## config.mk

```make
export PLATFORM = sky130hd
export DESIGN_NAME = regfile_gclk_req
export DESIGN_NICKNAME = d
export VERILOG_FILES = /design/src/rtl/regfile_gclk_req.sv
export SDC_FILE = /design/constraint.sdc
export NUM_CORES = 1
export LEC_CHECK = 0
export ABC_AREA = 1
export CORE_ASPECT_RATIO = 0.75
export CORE_MARGIN = 5
export CORE_UTILIZATION = 42
export DETAILED_ROUTE_END_ITERATION = 10
export PLACE_DENSITY = 0.75
export SETUP_SLACK_MARGIN = 0.5
export SLEW_MARGIN = 20
export SYNTH_ARGS = -nofsm -noshare
export SYNTH_HDL_FRONTEND = slang
export SYNTH_SLANG_ARGS = --single-unit
```

## constraint.sdc

```tcl
create_clock -name in_clk -period 1.3 [get_ports in_clk]
set_input_delay 0.13 -clock in_clk [delete_from_list [all_inputs] [get_ports in_clk]]
set_output_delay 0.13 -clock in_clk [all_outputs]
set_load 0.05 [all_outputs]
```

## src/rtl/regfile_gclk_req.sv

```systemverilog
// Per-register gated-clock request generator for the register file, with an
// idle-timeout sleep handshake toward the clock controller and write stalling while asleep.
module regfile_gclk_req #(
    parameter int unsigned NUM_REGS    = 32,
    parameter int unsigned ADDR_W      = 5,
    parameter int unsigned IDLE_CYCLES = 8
) (
    input  logic                in_clk,
    input  logic                in_rst_n,
    input  logic                in_wr_en,
    input  logic [ADDR_W-1:0]   in_wr_addr,
    input  logic                in_all_idle,
    input  logic                in_sleep_ack,
    output logic [NUM_REGS-1:0] out_gclk,
    output logic                out_sleep_req,
    output logic                out_stall
);

    localparam int unsigned      CNT_W    = $clog2(IDLE_CYCLES + 1);
    localparam logic [CNT_W-1:0] IDLE_MAX = CNT_W'(IDLE_CYCLES);

    typedef enum logic [1:0] {
        ACTIVE,
        REQ,
        SLEEP,
        WAKE
    } state_t;

    state_t              state;
    state_t              state_nxt;
    logic [CNT_W-1:0]    idle_cnt;
    logic [CNT_W-1:0]    idle_cnt_nxt;
    logic [NUM_REGS-1:0] gclk_nxt;
    logic                wr_accept;

    always_comb begin
        state_nxt = state;
        wr_accept = 1'b0;
        out_stall = 1'b0;
        case (state)
            ACTIVE: begin
                wr_accept = in_wr_en;
                if (!in_wr_en && in_all_idle && (idle_cnt == IDLE_MAX)) begin
                    state_nxt = REQ;
                end
            end
            REQ: begin
                // A write always beats a simultaneous acknowledge.
                wr_accept = in_wr_en;
                if (in_wr_en) begin
                    state_nxt = ACTIVE;
                end else if (in_sleep_ack) begin
                    state_nxt = SLEEP;
                end
            end
            SLEEP: begin
                out_stall = in_wr_en;
                if (in_wr_en) begin
                    state_nxt = WAKE;
                end
            end
            WAKE: begin
                out_stall = in_wr_en;
                if (!in_sleep_ack) begin
                    state_nxt = ACTIVE;
                end
            end
            default: state_nxt = ACTIVE;
        endcase
    end

    // Counter only runs while staying in ACTIVE; every other path parks it at zero.
    always_comb begin
        idle_cnt_nxt = '0;
        if (!in_wr_en && (state == ACTIVE) && (state_nxt == ACTIVE)) begin
            idle_cnt_nxt = (idle_cnt == IDLE_MAX) ? idle_cnt : idle_cnt + 1'b1;
        end
    end

    // Bit 0 is excluded since x0 is hardwired; out-of-range addresses match nothing.
    always_comb begin
        gclk_nxt = '0;
        for (int unsigned i = 1; i < NUM_REGS; i++) begin
            gclk_nxt[i] = wr_accept && (32'(in_wr_addr) == i);
        end
    end

    always_ff @(posedge in_clk or negedge in_rst_n) begin
        if (!in_rst_n) begin
            state         <= ACTIVE;
            idle_cnt      <= '0;
            out_gclk      <= '0;
            out_sleep_req <= 1'b0;
        end else begin
            state         <= state_nxt;
            idle_cnt      <= idle_cnt_nxt;
            out_gclk      <= gclk_nxt;
            out_sleep_req <= (state_nxt == REQ) || (state_nxt == SLEEP);
        end
    end

endmodule

```

==> flow_metrics.py, run 1 <==
metrics = {
    "pwr": {
        "power_mw": 3.65,
        "comb_power_share_pct": 40.2,
        "ir_worst_vdd_mv": 1.45,
        "powerDensity_nw_per_um2": 1260,
        "p_switching_mw": 1.30,
        "power.leakage_nw": 1.28,
        "pwr-share-clk_pct": 23.3,
        "internal_power_mw": 2.35,
        "switching_share_pct": 35.6,
        "seqPwrFrac_pct": 36.5,
    },
    "timing": {
        "rsz0062_at_grt": "true",
        "period_share_pct": 119,
        "slew_violations": 0,
        "fin_crit_ns": 1.54,
        "hold_viol_final": 0,
        "worst_slack_ns": -0.243,
        "whs_ns": 0.208,
        "clock.fmax_mhz": 648,
        "finClkSkew_ns": 0.00466,
        "fin_tns_setup_ns": -2.58,
        "setup_viol_count_final": 37,
    },
    "placement": {
        "place_ws_ns": -0.480,
        "placed_cell_area_um2": 2420,
        "portBuffers": 42,
        "place.gp.congestion": 0.830,
        "dp.cells": 251,
        "dpl.hpwl_um": 2990,
    },
    "grt": {
        "grt_pass1_wl_um": 7770,
        "gr-usage-met2_pct": 40.9,
        "top_usage_layer": "met2",
        "grt_max_degree": 39,
        "grt-ovfl-total": 0,
        "use_met1_pct": 23.6,
        "grt_pass1_vias": 1543,
        "met3_usage_pct": 6.20,
        "grt_usage_pct": 21.8,
        "antenna_found_initial": 0,
    },
    "setup_path": {
        "path_cells": "inv_1 -> ha_2 -> buf_4 -> buf_6 -> buf_6 -> buf_6 -> nand3_4 -> nor2_1 -> nor2_4",
        "crit_path_frequent_cell": "buf_6",
        "crit_family": "buffers and inverters",
        "rr_worst_depth": 9,
        "worstPathRequired_ns": 1.48,
        "max_stage_delay_ns": 0.38,
        "path_class": "reg -> reg",
        "worst_ep_arrival_time_ns": 1.72,
        "worst_setup_path_start_kind": "register",
        "worstSetupEndpointType": "register",
        "cp_slowest_cell": "dfrtp_1",
        "crit_buf_inv": 5,
        "cp_num_cells": 9,
        "worstPathMaxFanout": 5,
    },
    "layout": {
        "final_util_pct": 85.7,
        "diodes": 0,
        "stdcell_count": 272,
        "final_nets": 244,
        "fillers": 140,
        "final_cell_mix": "dfrtp_1, buf_12, nand2_1, nor2_1, nor2_4",
        "final_common_cell": "dfrtp_1",
        "final_cell_area_um2": 2890,
        "syn2layout_area_growth_pct": 91.3,
        "drive_gt1_share_pct": 50.9,
    },
    "logic_synthesis": {
        "ys_warn_count": 0,
        "synth.avg_cell_area_um2": 9.45,
        "synth_area_leaders": "dfrtp_1, nor2_1, nand2_1",
        "synth_nets": 173,
        "yosysTopAreaCellShare_pct": 62.9,
        "yosysTopAreaCell": "dfrtp_1",
        "ys_types": 20,
        "yosysSeqAreaShare_pct": 62.9,
        "synth_cells": 160,
        "synth_area_um2": 1510,
        "synth_seq_cells": 38,
    },
    "clocking": {
        "cts_tree": "built",
        "clockBufferDepth": 2,
        "cts_made_buffers": 5,
        "cts_max_level": 2,
        "clock_sinks": 38,
        "cts-root-buf": "clkbuf_8",
        "clk_latency_ns": 0.30,
        "path_clk_slew_ns": 0.07,
        "ctsHoldBuffers": 0,
    },
    "run": {
        "cap_violations": 0,
    },
    "drt": {
        "drtIter0Drc": 106,
        "wl_per_cell_um": 20.9,
        "drc_errors": 0,
        "totalWireLength_um": 5690,
        "vias_per_cell": 5.39,
        "drt-pass1-iter-count": 4,
        "vias": 1465,
        "ant_nets": 0,
    },
    "die": {
        "core_um2": 3380,
        "std_cell_rows": 18,
        "start_util_pct": 44.8,
        "die_w_um": 79.3,
        "die-area_um2": 4910,
        "die_h_um": 62.0,
        "pin_count": 44,
    },
    "outcome": {
        "violations": "negative setup slack",
        "outcome": "finished with violations",
    },
    "hold_path": {
        "hold_class": "in -> async",
    },
}
area by class of cell:
cell class | count | area, um2 | share of cell area (%)
repair buffers | 66 | 1010 | 34.9
flip-flops and latches | 38 | 952 | 32.9
multi-input cells | 99 | 706 | 24.4
clock buffers | 7 | 86.3 | 2.98
inverters | 21 | 85.1 | 2.94
well taps | 40 | 50.0 | 1.73
clock inverters | 1 | 5.00 | 0.173
flip-flops by register name (all words and copies together), names as in the netlist:
| name | count |
|---|---|
| idle_cnt | 4 |
| state | 2 |
| out_gclk | 31 |
| out_sleep_req | 1 |
power by group through the flow:
| stage | combinational [mW] | sequential, mW | clock [mW] |
|---|---|---|---|
| 6_report | 1.47 | 1.33 | 0.852 |
| 5_1_grt | 1.54 | 1.34 | 0.920 |
| 4_1_cts | 1.24 | 1.32 | 0.822 |
| 3_5_place_dp | 0.938 | 1.34 | 0 |
| 3_3_place_gp | 0.889 | 1.34 | 0 |
| 2_1_floorplan | 0.379 | 1.43 | 0 |
layer usage:
layer  vias up  wire (um)
li1        624          -
met1       718       2100
met2        95       2900
met3        28        371
met4         0        324
met5         -          0
path summary, 6_finish.rpt:
path | endpoint | slack (ns) | from
worst max-delay path | idle_cnt[1]$_DFFE_PN0P_ | -0.24 | idle_cnt[0]$_DFFE_PN0P_
worst min-delay path | out_gclk[20]$_DFF_PN0_ | 0.21 | in_rst_n
worst max register to register | idle_cnt[1]$_DFFE_PN0P_ | -0.24 | idle_cnt[0]$_DFFE_PN0P_
worst min register to register | idle_cnt[0]$_DFFE_PN0P_ | 0.69 | idle_cnt[0]$_DFFE_PN0P_
max in group asynchronous | state[1]$_DFF_PN0_ | 0.89 | in_rst_n
min in group in_clk | out_gclk[14]$_DFF_PN0_ | 0.59 | in_wr_addr[3]
repair_timing:
item / CTS / global route
resized for setup: 34 / 36
setup buffers: 8 / 3
setup endpoints to repair: 71 / 71
cloned: 2 / 0
pin swaps: 18 / 17
worst register-to-register path, cell delays in order (launching register included):
cell	delay, ns
dfrtp_1	0.38
inv_1	0.07
ha_2	0.18
buf_4	0.11
buf_6	0.08
buf_6	0.08
buf_6	0.09
nand3_4	0.09
nor2_1	0.26
nor2_4	0.08
synthesized netlist by cell type:
| library cell | instances |
|---|---|
| nand3_1 | 5 |
| nor2_1 | 45 |
| nand2_4 | 2 |
| nand3b_1 | 1 |
| ha_1 | 3 |
| inv_2 | 1 |
| buf_4 | 1 |
| nand2_1 | 30 |
| dfrtp_1 | 38 |
| nor2_4 | 1 |
| nor2_2 | 2 |
| or2_2 | 1 |
| nand3_2 | 1 |
| a21oi_1 | 1 |
| buf_6 | 2 |
| a22oi_1 | 1 |
| inv_1 | 20 |
| nor3_1 | 2 |
| conb_1 | 1 |
| nand4_1 | 2 |
cells by family (layout without fill, tap and decap cells):
kind of cell,Yosys count,in the layout,share of synthesized area [%]
buffers and inverters,24,95,7.20
DFF,38,38,62.9
other,1,1,0.248
AOI/OAI and AO/OA,2,2,0.827
adders and majority gates,3,3,2.48
and+or+nand+nor,92,93,26.4
Power figures use the tool's default switching activity.
==> run 2, diff against run 1 <==
CELL_PAD_IN_SITES_DETAIL_PLACEMENT = 2   (was unset)
CELL_PAD_IN_SITES_GLOBAL_PLACEMENT = 2   (was unset)
CORE_MARGIN = 1.5   (was 5)
CORE_UTILIZATION = 25   (was 42)
GPL_ROUTABILITY_DRIVEN = 0   (was unset)
PLACE_DENSITY = unset   (was 0.75)
PLACE_DENSITY_LB_ADDON = 0.1   (was unset)
==> run 2 against run 1 <==
  * The run still ends with negative setup slack left
  * Flip-flop and latch count unchanged
  * Via count decreased by 4.5%
  * Die area increased by 33%
  * Setup slack improved by 0.028 ns
  * Core utilization decreased by 33 points
  * Wire length increased by 3.7%
  * Total power increased by 2.5%
  * Cell count increased by 17%
  * Clock-buffer cell count decreased by 1
  * Clock skew about the same
  * First-iteration DRC count decreased by 77%
  * Critical endpoint unchanged
  * Highest routed layer unchanged
==> flow_metrics.py, run 2 (synthesis gave the netlist of run 1 again) <==
metrics = {
    "layout": {
        "final_nets": 253,
        "top_register": "out_gclk",
        "syn2layout_area_growth_pct": 105,
        "final_common_cell": "dfrtp_1",
        "diodes": 0,
        "largest_register_ffs": 31,
        "final_cell_mix": "dfrtp_1, buf_12, nor2_4, nand2_1, buf_4",
        "final_cell_area_um2": 3100,
        "largestRegisters": "out_gclk (31), idle_cnt (4), state (2)",
        "drive_gt1_share_pct": 55.6,
        "final_util_pct": 53.2,
    },
    "drt": {
        "wl_per_cell_um": 18.5,
        "totalWireLength_um": 5900,
        "ant_nets": 0,
        "drtIter0Drc": 24,
        "vias_per_cell": 4.39,
        "vias": 1399,
        "drc_errors": 0,
        "drt-pass1-iter-count": 4,
    },
    "setup_path": {
        "cp_slowest_cell": "dfrtp_1",
        "path_class": "reg -> reg",
        "worst_ep_arrival_time_ns": 1.74,
        "max_stage_delay_ns": 0.44,
        "r2r_slack_ns": -0.22,
        "worst_setup_path_start_kind": "register",
        "crit_family": "simple AND/OR/NAND/NOR gates",
        "crit_path_frequent_cell": "nand2_2",
        "worstSetupEndpointType": "register",
        "path_cells": "nand2_2 -> nand2_2 -> nand2_2 -> nor2_2 -> nor2_1 -> ha_2 -> inv_2 -> nor2_4 -> nand2_1 -> nor2_1",
        "crit_buf_inv": 1,
        "worstPathRequired_ns": 1.53,
        "worstPathMaxFanout": 3,
    },
    "timing": {
        "clock.fmax_mhz": 660,
        "rsz0062_at_grt": "true",
        "slew_violations": 0,
        "worst_slack_ns": -0.216,
        "fin_crit_ns": 1.52,
        "hold_viol_final": 0,
        "setup_viol_count_final": 34,
        "finClkSkew_ns": 0.00496,
        "period_share_pct": 117,
        "whs_ns": 0.230,
    },
    "outcome": {
        "outcome": "finished with violations",
        "violations": "negative setup slack",
    },
    "placement": {
        "place_ws_ns": -0.557,
        "placed_cell_area_um2": 2510,
        "portBuffers": 42,
        "dpl.hpwl_um": 3700,
    },
    "grt": {
        "grt-ovfl-total": 0,
        "grt_pass1_wl_um": 8770,
        "antenna_found_initial": 0,
        "grt_pass1_vias": 1603,
        "grt_usage_pct": 18.5,
        "grt_max_degree": 20,
    },
    "pwr": {
        "power.leakage_nw": 1.36,
        "powerDensity_nw_per_um2": 1210,
        "ir_worst_vdd_mv": 0.537,
    },
    "die": {
        "die_h_um": 70.4,
        "die_w_um": 92.8,
        "pin_count": 44,
        "std_cell_rows": 24,
        "start_util_pct": 26.0,
        "die-area_um2": 6530,
        "core_um2": 5830,
    },
    "clocking": {
        "path_clk_slew_ns": 0.08,
        "cts-root-buf": "clkbuf_8",
        "cts_tree": "built",
        "clock_sinks": 38,
        "clk_latency_ns": 0.30,
        "cts_made_buffers": 5,
        "cts_max_level": 2,
        "clockBufferDepth": 2,
    },
    "hold_path": {
        "hold_class": "in -> async",
    },
    "run": {
        "cap_violations": 0,
    },
}
## run 2: cell types whose count changed in the layout (fill, tap and decap cells not counted), sizes merged
| cell | change |
|---|---|
| buf | +9 |
| dlygate4sd2 | +1 |
| clkinvlp | +1 |
| clkdlybuf4s50 | -2 |
| clkbuf | -1 |
| dlygate4sd3 | +1 |
## run 2: layout make-up
type,count,area [um2]
fillers,588,2730
multi-input cells,99,787
well taps,78,97.6
flip-flops and latches,38,952
repair buffers,75,1080
inverters,21,87.6
clock buffers,6,82.6
clock inverters,2,12.5
## run 2: path summary, 6_finish.rpt
path	endpoint	cells past startpoint	start
max in group asynchronous	out_gclk[23]$_DFF_PN0_	3	in_rst_n
min	out_gclk[1]$_DFF_PN0_	2	in_rst_n
min in group in_clk	idle_cnt[2]$_DFFE_PN0P_	4	in_wr_en
max	idle_cnt[1]$_DFFE_PN0P_	10	state[0]$_DFF_PN0_
min reg2reg	idle_cnt[2]$_DFFE_PN0P_	3	idle_cnt[2]$_DFFE_PN0P_
max reg2reg	idle_cnt[1]$_DFFE_PN0P_	10	state[0]$_DFF_PN0_
## run 2: power breakdown
group | internal (mW) | leakage, nW | switching, mW | total (mW)
Sequential | 1.25 | 0.523 | 0.0861 | 1.34
Combinational | 0.708 | 0.788 | 0.821 | 1.53
Clock | 0.426 | 0.0472 | 0.449 | 0.876
## run 2: metal layers
layer  vias to the layer above  track usage [%]  share of wire [%]
li1                        643                -                  -
met1                       716             21.9                 39
met2                        32             32.3                 57
met3                         8             4.90                2.9
met4                         0             6.57                1.9
met5                         -                0                  0
## run 2: metrics by stage
step / TNS (ns) / total power [mW] / cells
CTS: -0.629 / 3.56 / 316
detailed placement: -6.57 / 2.29 / 296
finish: -2.24 / 3.74 / 319
global placement: -3.76 / 2.24 / 296
floorplan: -0.0000377 / 1.81 / 160
global route: -4.33 / 3.93 / 319
## run 2: timing repair
| action | 4_1_cts | 5_1_grt |
|---|---|---|
| hold buffers | 1 | 0 |
| pin swaps | 17 | 13 |
| buffers inserted | 9 | 3 |
| setup endpoints to repair | 71 | 90 |
| resized for setup | 68 | 24 |
| endpoints found under the hold margin | 19 | 0 |
| gates cloned | 2 | 0 |
